$ cat src/rtl/smg_multiplex_driver.sv
// -----------------------------------------------------------------------------
// smg_multiplex_driver
//
// Time-multiplexed seven-segment display driver. A packed hex value of DIGITS
// nibbles and one decimal point per digit are scanned onto a shared segment
// bus and a set of digit enables, one digit per slot of SCAN_DIV cycles. Each
// slot starts with GUARD cycles where every digit is off, so the segment
// pattern of the previous digit cannot ghost onto the next one.
//
// The value shown is a per-frame snapshot: it is captured at the end of each
// frame (and continuously while the driver is disabled). A frame in progress
// therefore always shows one coherent value.
//
// Parameters
//   DIGITS          number of digits (1..8)
//   SCAN_DIV        clock cycles per digit slot (>= 4)
//   GUARD           dark cycles at the start of each slot (1..SCAN_DIV-1)
//   SEG_ACTIVE_LOW  1: a lit segment/dp is driven 0
//   DIG_ACTIVE_LOW  1: a selected digit is driven 0
//
// Ports
//   CLK         system clock
//   RST         synchronous, active-high reset
//   Enable      1: scan, 0: display dark and counters held at 0
//   Blank_Lead  1: suppress leading zero digits (digit 0 always shown)
//   Number_Sig  hex value, nibble i drives digit i (digit 0 least significant)
//   Dp_Sig      decimal point per digit
//   SMG_Data    bit 7 = dp, bits 6..0 = segments g..a (registered)
//   Scan_Sig    one-hot digit select (registered)
//   Frame_Done  one-cycle pulse when the last slot of a frame ends
// -----------------------------------------------------------------------------
module smg_multiplex_driver #(
  parameter int DIGITS         = 4,
  parameter int SCAN_DIV       = 50000,
  parameter int GUARD          = 16,
  parameter int SEG_ACTIVE_LOW = 1,
  parameter int DIG_ACTIVE_LOW = 1
) (
  input  logic                  CLK,
  input  logic                  RST,
  input  logic                  Enable,
  input  logic                  Blank_Lead,
  input  logic [4*DIGITS-1:0]   Number_Sig,
  input  logic [DIGITS-1:0]     Dp_Sig,
  output logic [7:0]            SMG_Data,
  output logic [DIGITS-1:0]     Scan_Sig,
  output logic                  Frame_Done
);

  localparam int CW = $clog2(SCAN_DIV);
  localparam int IW = (DIGITS > 1) ? $clog2(DIGITS) : 1;

  localparam logic [CW-1:0] CNT_LAST  = CW'(SCAN_DIV - 1);
  localparam logic [CW-1:0] GUARD_CNT = CW'(GUARD);
  localparam logic [IW-1:0] IDX_LAST  = IW'(DIGITS - 1);

  // Idle ("off") level of each output bus. XOR-ing an active-high pattern with
  // these masks yields the pin-level pattern for the selected polarity.
  localparam logic [7:0]        SEG_OFF = (SEG_ACTIVE_LOW != 0) ? 8'hFF : 8'h00;
  localparam logic [DIGITS-1:0] DIG_OFF = (DIG_ACTIVE_LOW != 0) ? {DIGITS{1'b1}}
                                                                : {DIGITS{1'b0}};

  // Hex digit to active-high segment pattern, bit 0 = segment a.
  function automatic logic [6:0] seg_encode(input logic [3:0] nib);
    logic [6:0] seg;
    case (nib)
      4'h0:    seg = 7'h3F;
      4'h1:    seg = 7'h06;
      4'h2:    seg = 7'h5B;
      4'h3:    seg = 7'h4F;
      4'h4:    seg = 7'h66;
      4'h5:    seg = 7'h6D;
      4'h6:    seg = 7'h7D;
      4'h7:    seg = 7'h07;
      4'h8:    seg = 7'h7F;
      4'h9:    seg = 7'h6F;
      4'hA:    seg = 7'h77;
      4'hB:    seg = 7'h7C;
      4'hC:    seg = 7'h39;
      4'hD:    seg = 7'h5E;
      4'hE:    seg = 7'h79;
      4'hF:    seg = 7'h71;
      default: seg = 7'h00;
    endcase
    return seg;
  endfunction

  // State
  logic [CW-1:0]       cnt_q,  cnt_d;
  logic [IW-1:0]       idx_q,  idx_d;
  logic [4*DIGITS-1:0] num_q,  num_d;
  logic [DIGITS-1:0]   dp_q,   dp_d;
  logic                frame_done_q, frame_done_d;
  logic [7:0]          smg_q,  smg_d;
  logic [DIGITS-1:0]   scan_q, scan_d;

  // Combinational helpers
  logic                end_of_slot_s;
  logic                end_of_frame_s;
  logic                load_s;
  logic [DIGITS-1:0]   zero_above_s;
  logic [3:0]          cur_nib_s;
  logic                blank_s;
  logic                lit_s;
  logic [6:0]          seg_s;
  logic [7:0]          smg_raw_s;
  logic [DIGITS-1:0]   scan_raw_s;

  // Slot/frame boundary detection.
  always_comb begin
    end_of_slot_s  = (cnt_q == CNT_LAST);
    end_of_frame_s = end_of_slot_s && (idx_q == IDX_LAST);
  end

  // Slot counter and digit index; both held at zero while disabled so that
  // scanning always resumes from digit 0 at the start of its guard interval.
  always_comb begin
    cnt_d = cnt_q;
    idx_d = idx_q;
    if (!Enable) begin
      cnt_d = {CW{1'b0}};
      idx_d = {IW{1'b0}};
    end else if (end_of_slot_s) begin
      cnt_d = {CW{1'b0}};
      if (end_of_frame_s) begin
        idx_d = {IW{1'b0}};
      end else begin
        idx_d = idx_q + 1'b1;
      end
    end else begin
      cnt_d = cnt_q + 1'b1;
    end
  end

  // Snapshot capture at frame end (and continuously while disabled) plus the
  // frame-done pulse that marks the capture.
  always_comb begin
    load_s       = (!Enable) || end_of_frame_s;
    frame_done_d = Enable && end_of_frame_s;
    if (load_s) begin
      num_d = Number_Sig;
      dp_d  = Dp_Sig;
    end else begin
      num_d = num_q;
      dp_d  = dp_q;
    end
  end

  // zero_above_s[i] is set when snapshot nibbles i..DIGITS-1 are all zero,
  // i.e. digit i is a leading zero.
  always_comb begin
    logic all_zero_v;
    all_zero_v   = 1'b1;
    zero_above_s = {DIGITS{1'b0}};
    for (int i = DIGITS - 1; i >= 0; i--) begin
      all_zero_v      = all_zero_v && (num_q[4*i +: 4] == 4'h0);
      zero_above_s[i] = all_zero_v;
    end
  end

  // Pattern for the current slot, dark during the guard interval or when
  // disabled; the dp of a blanked digit still follows its snapshot bit.
  always_comb begin
    cur_nib_s  = num_q[4*idx_q +: 4];
    blank_s    = Blank_Lead && (idx_q != {IW{1'b0}}) && zero_above_s[idx_q];
    lit_s      = Enable && (cnt_q >= GUARD_CNT);
    seg_s      = seg_encode(cur_nib_s);
    smg_raw_s  = 8'h00;
    scan_raw_s = {DIGITS{1'b0}};
    if (lit_s) begin
      if (blank_s) begin
        smg_raw_s = {dp_q[idx_q], 7'h00};
      end else begin
        smg_raw_s = {dp_q[idx_q], seg_s};
      end
      for (int i = 0; i < DIGITS; i++) begin
        scan_raw_s[i] = (idx_q == IW'(i));
      end
    end else begin
      smg_raw_s  = 8'h00;
      scan_raw_s = {DIGITS{1'b0}};
    end
    smg_d  = smg_raw_s ^ SEG_OFF;
    scan_d = scan_raw_s ^ DIG_OFF;
  end

  // State and output registers with synchronous reset.
  always_ff @(posedge CLK) begin
    if (RST) begin
      cnt_q        <= {CW{1'b0}};
      idx_q        <= {IW{1'b0}};
      num_q        <= {(4*DIGITS){1'b0}};
      dp_q         <= {DIGITS{1'b0}};
      frame_done_q <= 1'b0;
      smg_q        <= SEG_OFF;
      scan_q       <= DIG_OFF;
    end else begin
      cnt_q        <= cnt_d;
      idx_q        <= idx_d;
      num_q        <= num_d;
      dp_q         <= dp_d;
      frame_done_q <= frame_done_d;
      smg_q        <= smg_d;
      scan_q       <= scan_d;
    end
  end

  assign SMG_Data   = smg_q;
  assign Scan_Sig   = scan_q;
  assign Frame_Done = frame_done_q;

endmodule

$ cat config.mk
export PLATFORM = sky130hd
export DESIGN_NAME = smg_multiplex_driver
export DESIGN_NICKNAME = d
export VERILOG_FILES = /design/src/rtl/smg_multiplex_driver.sv
export SDC_FILE = /design/constraint.sdc
export NUM_CORES = 1
export LEC_CHECK = 0
export CORE_ASPECT_RATIO = 1.75
export CORE_MARGIN = 1.5
export CORE_UTILIZATION = 30
export CTS_BUF_LIST = sky130_fd_sc_hd__clkbuf_8
export DETAILED_ROUTE_END_ITERATION = 8
export PLACE_DENSITY = 0.51
export SKIP_LAST_GASP = 1
export SLEW_MARGIN = 25
export SYNTH_ARGS = -nofsm -noshare
export SYNTH_HDL_FRONTEND = slang
export SYNTH_SLANG_ARGS = --single-unit
export TNS_END_PERCENT = 50
$ cat constraint.sdc
create_clock -name CLK -period 4.1 [get_ports CLK]
set_input_delay 0.41 -clock CLK [delete_from_list [all_inputs] [get_ports CLK]]
set_output_delay 0.41 -clock CLK [all_outputs]
set_load 0.05 [all_outputs]
==> impl_metrics.csv, run 1 <==
group,metric,value,unit
outcome,status,"complete, no violations",
power,power_density,306.1,nW/um^2
routing,viasPerCell,4.715,
cts,cts_resized,0,
synth,ys_warn_count,0,
cts,post-cts-setup-buffers,0,
placement,placed_cell_area,3123,um^2
worst_setup_path,cp_top_family,"multiplexers",
routing,antenna_left,0,
placement,port_buffers,36,
worst_setup_path,crit_chain,"mux4_2 > inv_1 > ha_1 > inv_1 > or2_2 > a32oi_1 > nand3_1",
power,totalPowerFinal,993.7,uW
worst_setup_path,slowest_delay,650,ps
final_layout,drive_above_1_share,0.06984,
worst_setup_path,r2r-start,"idx_q[0]",
routing,drt_iter0_markers,89,
floorplan,die_area,9489,um^2
worst_setup_path,worstSetupStartpoint,"idx_q[0]",
worst_setup_path,end_kind,"flip-flop",
worst_setup_path,crit_top_cell,"inv_1",
routing,via_count,2037,
cts,path_clk_slew,100,ps
placement,place_congestion,0.7570,
worst_setup_path,worstSetupPathType,"flip-flop to flip-flop",
cts,clock-sinks,51,
cts,ctsLongestPathBuffers,2,
grt,antenna_found_initial,0,
sta,min_period,2278,ps
job,drv_cap,0,
floorplan,initial_core_util,0.3076,
routing,wl,5784,um
cts,cts_tree,"built",
synth,synth_seq_cells,51,
worst_setup_path,critPathSlowestCell,"mux4_2",
placement,dp_hpwl,4294,um
cts,cts_made_buffers,5,
worst_setup_path,worstPathArrival,2460,ps
sta,finalClockSkew,10.25,ps
sta,setup_viol,0,
routing,routedWlPerCell,13.39,um
sta,max_slew_margin,0.5456,
grt,grt_max_degree,44,
final_layout,design_area,3247,um^2
floorplan,die_h,127.7,um
synth,synth_area,2668,um^2
final_layout,n_antenna_cell,0,
synth,synthCells,282,
sta,slew_viol_final,0,
routing,drt-pass1-iter-count,4,
placement,dp.cells,424,
worst_setup_path,critical_path_buf_inv_count,2,
grt,grt_pass1_vias,2097,
power,peakVddDrop,0.1784,mV
sta,max_freq,0.4389,GHz
floorplan,io_pins,37,
floorplan,rows,45,
cts,cts_root_buf,"clkbuf_8",
worst_setup_path,crit_required,4280,ps
final_layout,num-nets-final,350,
sta,worst_pin_slew,681.5,ps
sta,hold_viol_final,0,
floorplan,die_width,74.28,um
synth,yosysUniqueCellTypes,42,
synth,syn_area_per_cell,9.459,um^2
final_layout,area_growth,21.72,%
power,p_leak,1.172,nW
grt,grt_pass1_wl,9653,um
sta,rsz0062_at_grt,"no",
sta,fin_tns_setup,0,ps
cts,ctsHoldBuffers,0,
floorplan,core,8671,um^2
routing,drc,0,
synth,yosysSeqAreaShare,0.3827,
cts,h-tree-depth,2,
synth,syn_nets,318,
final_layout,stdcell_count,432,
hold_path,hp-class,"flip-flop to flip-flop",
cts,clk_latency,310,ps
worst_setup_path,startpoint_type,"flip-flop",
sta,fin_crit_sh,0.5557,
hold_path,hp-start,"cnt_q[0]",
grt,grt-ovfl-total,0,
grt,grt.total_usage,0.1330,
worst_setup_path,worstPathMaxFanout,9,
## Yosys cell counts (all sizes together)
library cell / instances / area, um^2
a211o: 2 / 17.52
a21oi: 5 / 25.02
a2bb2oi: 1 / 8.760
a311o: 1 / 10.01
a31oi: 2 / 12.51
a32oi: 2 / 17.52
and2: 2 / 12.51
and3: 2 / 12.51
and4: 4 / 35.03
buf: 8 / 57.55
clkbuf: 5 / 18.77
dfxtp: 51 / 1021
ha: 12 / 150.1
inv: 13 / 48.80
mux2: 2 / 22.52
mux2i: 20 / 200.2
mux4: 7 / 165.2
nand2: 16 / 60.06
nand2b: 41 / 256.5
nand3: 12 / 60.06
nand3b: 1 / 7.510
nand4: 8 / 56.30
nor2: 19 / 71.32
nor2b: 4 / 25.02
nor3: 7 / 35.03
nor4: 6 / 37.54
o2111ai: 1 / 8.760
o211ai: 1 / 7.510
o21a: 1 / 7.510
o21ai: 5 / 25.02
o31ai: 1 / 7.510
or2: 2 / 12.51
or3: 1 / 6.260
or4: 1 / 7.510
xnor2: 12 / 105.1
xor2: 4 / 35.03
## path summary, 6_finish.rpt
| check | to | cells after the start | slack, ps |
|---|---|---|---|
| worst min register to register | cnt_q[0] | 1 | 490 |
| worst min-delay path | cnt_q[0] | 1 | 490 |
| worst max-delay path | SMG_Data[4] | 7 | 1820 |
| worst max register to register | SMG_Data[4] | 7 | 1820 |
## flip-flops by register name, indices dropped and copies added, names as in the netlist
name,flops
Frame_Done,1
SMG_Data,8
Scan_Sig,4
cnt_q,16
dp_q,4
idx_q,2
num_q,16
## placed cells by master (no fill, tap or decap), types with 12 or more instances in the layout
master	n
nand3_1	12
nand2b_1	41
dfxtp_1	51
nand2_1	16
ha_1	12
xnor2_1	12
nor2_1	19
clkdlybuf4s50_1	36
inv_1	13
mux2i_1	20
## metal layers
layer | track usage | share of wire
met1 | 0.1390 | 0.40
met2 | 0.2442 | 0.55
met3 | 0.02437 | 0.020
met4 | 0.06524 | 0.029
met5 | 0 | 0
## logic make-up after synthesis
kind of cell,share of synthesized area
mux,0.1454
simple gates,0.2608
fa+ha+maj,0.05628
compound gates,0.05535
flops,0.3827
buf+inv,0.04690
xor+xnor,0.05253
## power by group
part	switching (mW)	internal [mW]	leakage, nW	total, mW
combinational	0.0447	0.0615	0.696	0.106
sequential	0.0147	0.508	0.416	0.523
clock	0.167	0.198	0.0612	0.365
total	0.226	0.767	1.17	0.994
## worst register-to-register path: cells and delay by family (launching register included)
| family | cells | cell delay, ps |
|---|---|---|
| adder cells (fa/ha/maj) | 1 | 160 |
| AO/OA/AOI/OAI | 1 | 150 |
| buffers and inverters | 2 | 190 |
| multiplexers | 1 | 660 |
| flip-flops | 1 | 620 |
| AND/OR/NAND/NOR | 2 | 390 |
## cell type report
type	instances	area, um^2
clock buffers	6	82.58
inverters	13	48.80
flip-flops and latches	51	1021
repair buffers	38	375.4
clock inverters	2	35.03
well taps	117	146.4
fillers	900	5424
multi-input cells	205	1538
## per-stage QoR
step	setup slack, ps	hold WS [ps]	util
after detailed placement	1681	463.8	0.3602
after global routing	1712	526.6	0.3745
after CTS	1798	486.4	0.3737
after floorplan	2135	437.3	-
after global placement	1718	458.2	0.3597
final	1822	485.9	0.3745
Note: power is estimated with default switching activity, not from simulation.
==> run 2: changes to the inputs <==
PLACE_DENSITY = 0.53   (was 0.51)
clock period = 2 ns   (was 4.1 ns; I/O delays follow)
==> run 2 against run 1 <==
  * Highest routed layer unchanged
  * Largest cell class unchanged
  * Clock-buffer cell count down 1
  * Cell area up 3.3%
  * Global-route usage up 0.36 points
  * Routed wire length up 1.7%
  * Sequential power up 100%
  * Non-clock buffer count up 11
==> impl_metrics.csv, run 2 (synthesized netlist as in run 1, its figures left out) <==
group,metric,value,unit
grt,grt_max_degree,43,
sta,setup_ws,143.9,ps
sta,setup_viol,0,
final_layout,stdcell_count,443,
final_layout,fill_cells,908,
placement,port_buffers,36,
routing,drc,0,
worst_setup_path,worstPathMaxFanout,3,
sta,max_freq,0.5388,GHz
floorplan,core,8671,um^2
sta,hold_viol_final,0,
floorplan,die_area,9489,um^2
worst_setup_path,r2r_cells,7,
final_layout,design_area,3354,um^2
routing,antenna_left,0,
placement,dp_hpwl,4539,um
sta,fin_tns_setup,0,ps
worst_setup_path,crit_top_cell,"inv_1",
cts,cts_made_buffers,5,
worst_setup_path,end_kind,"flip-flop",
floorplan,die_h,127.7,um
power,peakVddDrop,0.4084,mV
final_layout,num-nets-final,361,
worst_setup_path,reg2reg_to,"SMG_Data[4]",
routing,drt-pass1-iter-count,4,
cts,ctsHoldBuffers,0,
final_layout,layout_common_cells,"dfxtp_1, nand2b_1, clkdlybuf4s50_1, mux2i_1, nor2_1",
worst_setup_path,r2r-start,"idx_q[0]",
sta,fin_crit_sh,0.9280,
grt,antenna_found_initial,0,
worst_setup_path,crit_required,2180,ps
placement,place_ws,50.45,ps
sta,slew_viol_final,0,
worst_setup_path,slowest_delay,520,ps
grt,grt_pass1_vias,2158,
grt,grt.total_usage,0.1366,
routing,routedWlPerCell,13.28,um
worst_setup_path,crit_chain,"mux4_2 > inv_1 > ha_1 > inv_1 > or2_2 > a32oi_1 > nand3_1",
sta,max_slew_margin,0.6074,
job,drv_cap,0,
placement,dp.cells,435,
grt,grt-ovfl-total,0,
routing,viasPerCell,4.716,
sta,finalClockSkew,9.224,ps
floorplan,die_width,74.28,um
cts,cts_tree,"built",
final_layout,drive_above_1_share,0.1012,
routing,drt_iter0_markers,67,
cts,clk_latency,320,ps
power,power_density,643.5,nW/um^2
final_layout,mostFrequentLayoutCell,"dfxtp_1",
hold_path,hold_depth,3,
cts,cts_resized,0,
cts,ctsLongestPathBuffers,2,
final_layout,n_antenna_cell,0,
floorplan,rows,45,
placement,placed_cell_area,3214,um^2
hold_path,hp-start,"Number_Sig[1]",
routing,via_count,2089,
final_layout,area_growth,25.75,%
worst_setup_path,r2r_slack,140,ps
hold_path,hp-class,"input port to flip-flop",
placement,place_congestion,0.7776,
routing,wl,5882,um
cts,cts_root_buf,"clkbuf_8",
cts,path_clk_slew,100,ps
cts,h-tree-depth,2,
cts,clock-sinks,51,
sta,min_period,1856,ps
sta,rsz0062_at_grt,"no",
hold_path,min_to,"num_q[1]",
cts,post-cts-setup-buffers,0,
sta,hold-worst-slack,449.8,ps
outcome,status,"complete, no violations",
sta,worst_pin_slew,587.0,ps
final_layout,utilization,0.3869,
power,totalPowerFinal,2.159,mW
floorplan,io_pins,37,
power,p_leak,1.243,nW
final_layout,seqCellArea,1022,um^2
final_layout,multiInputGateArea,1534,um^2
grt,grt_pass1_wl,9915,um
worst_setup_path,worstSetupPathType,"flip-flop to flip-flop",
floorplan,initial_core_util,0.3076,
worst_setup_path,worstPathArrival,2030,ps
worst_setup_path,critPathSlowestCell,"mux4_2",
worst_setup_path,startpoint_type,"flip-flop",
run 2: cell count changes in the layout (fill, tap and decap cells not counted), sizes merged:
cell    previous run  this run
buf                2        13
clkbuf             6         5
inv               13        14
clkinv             1         0
bufinv             1         2
run 2: worst max-delay path: cells and delay by family, from the launching register on:
kind / cells / cell delay (ps)
muxes: 1 / 520
and+or+nand+nor: 2 / 390
DFF: 1 / 370
buffers and inverters: 2 / 160
adders and majority gates: 1 / 160
AOI/OAI and AO/OA: 1 / 150
run 2: routing by layer:
metal	vias up	GRT usage	wire length, um
met5	-	0	0
met4	0	0.06631	150
met3	10	0.02673	167
met2	43	0.2547	3297
met1	972	0.1384	2266
li1	1064	-	-
run 2: power breakdown:
part / internal, mW / switching (mW) / leakage, nW
clock: 0.495 / 0.356 / 0.0695
sequential: 1.04 / 0.0287 / 0.416
combinational: 0.139 / 0.0983 / 0.757
total: 1.68 / 0.483 / 1.24
run 2: worst max-delay path by stage:
stage / from / endpoint / slack, ps / cells past startpoint
CTS: idx_q[0] / SMG_Data[4] / 70 / 7
floorplan: idx_q[0] / SMG_Data[4] / 30 / 8
finish: idx_q[0] / SMG_Data[4] / 140 / 7
detailed placement: RST / SMG_Data[5] / 50 / 4
global placement: RST / SMG_Data[5] / 70 / 4
global route: idx_q[0] / SMG_Data[4] / 7 / 7
run 2: cell type report:
class | instances | share of cell area
inverters | 13 | 0.01455
well taps | 117 | 0.04364
clock inverters | 3 | 0.01902
multi-input cells | 205 | 0.4573
clock buffers | 5 | 0.02051
flip-flops and latches | 51 | 0.3047
repair buffers | 49 | 0.1402
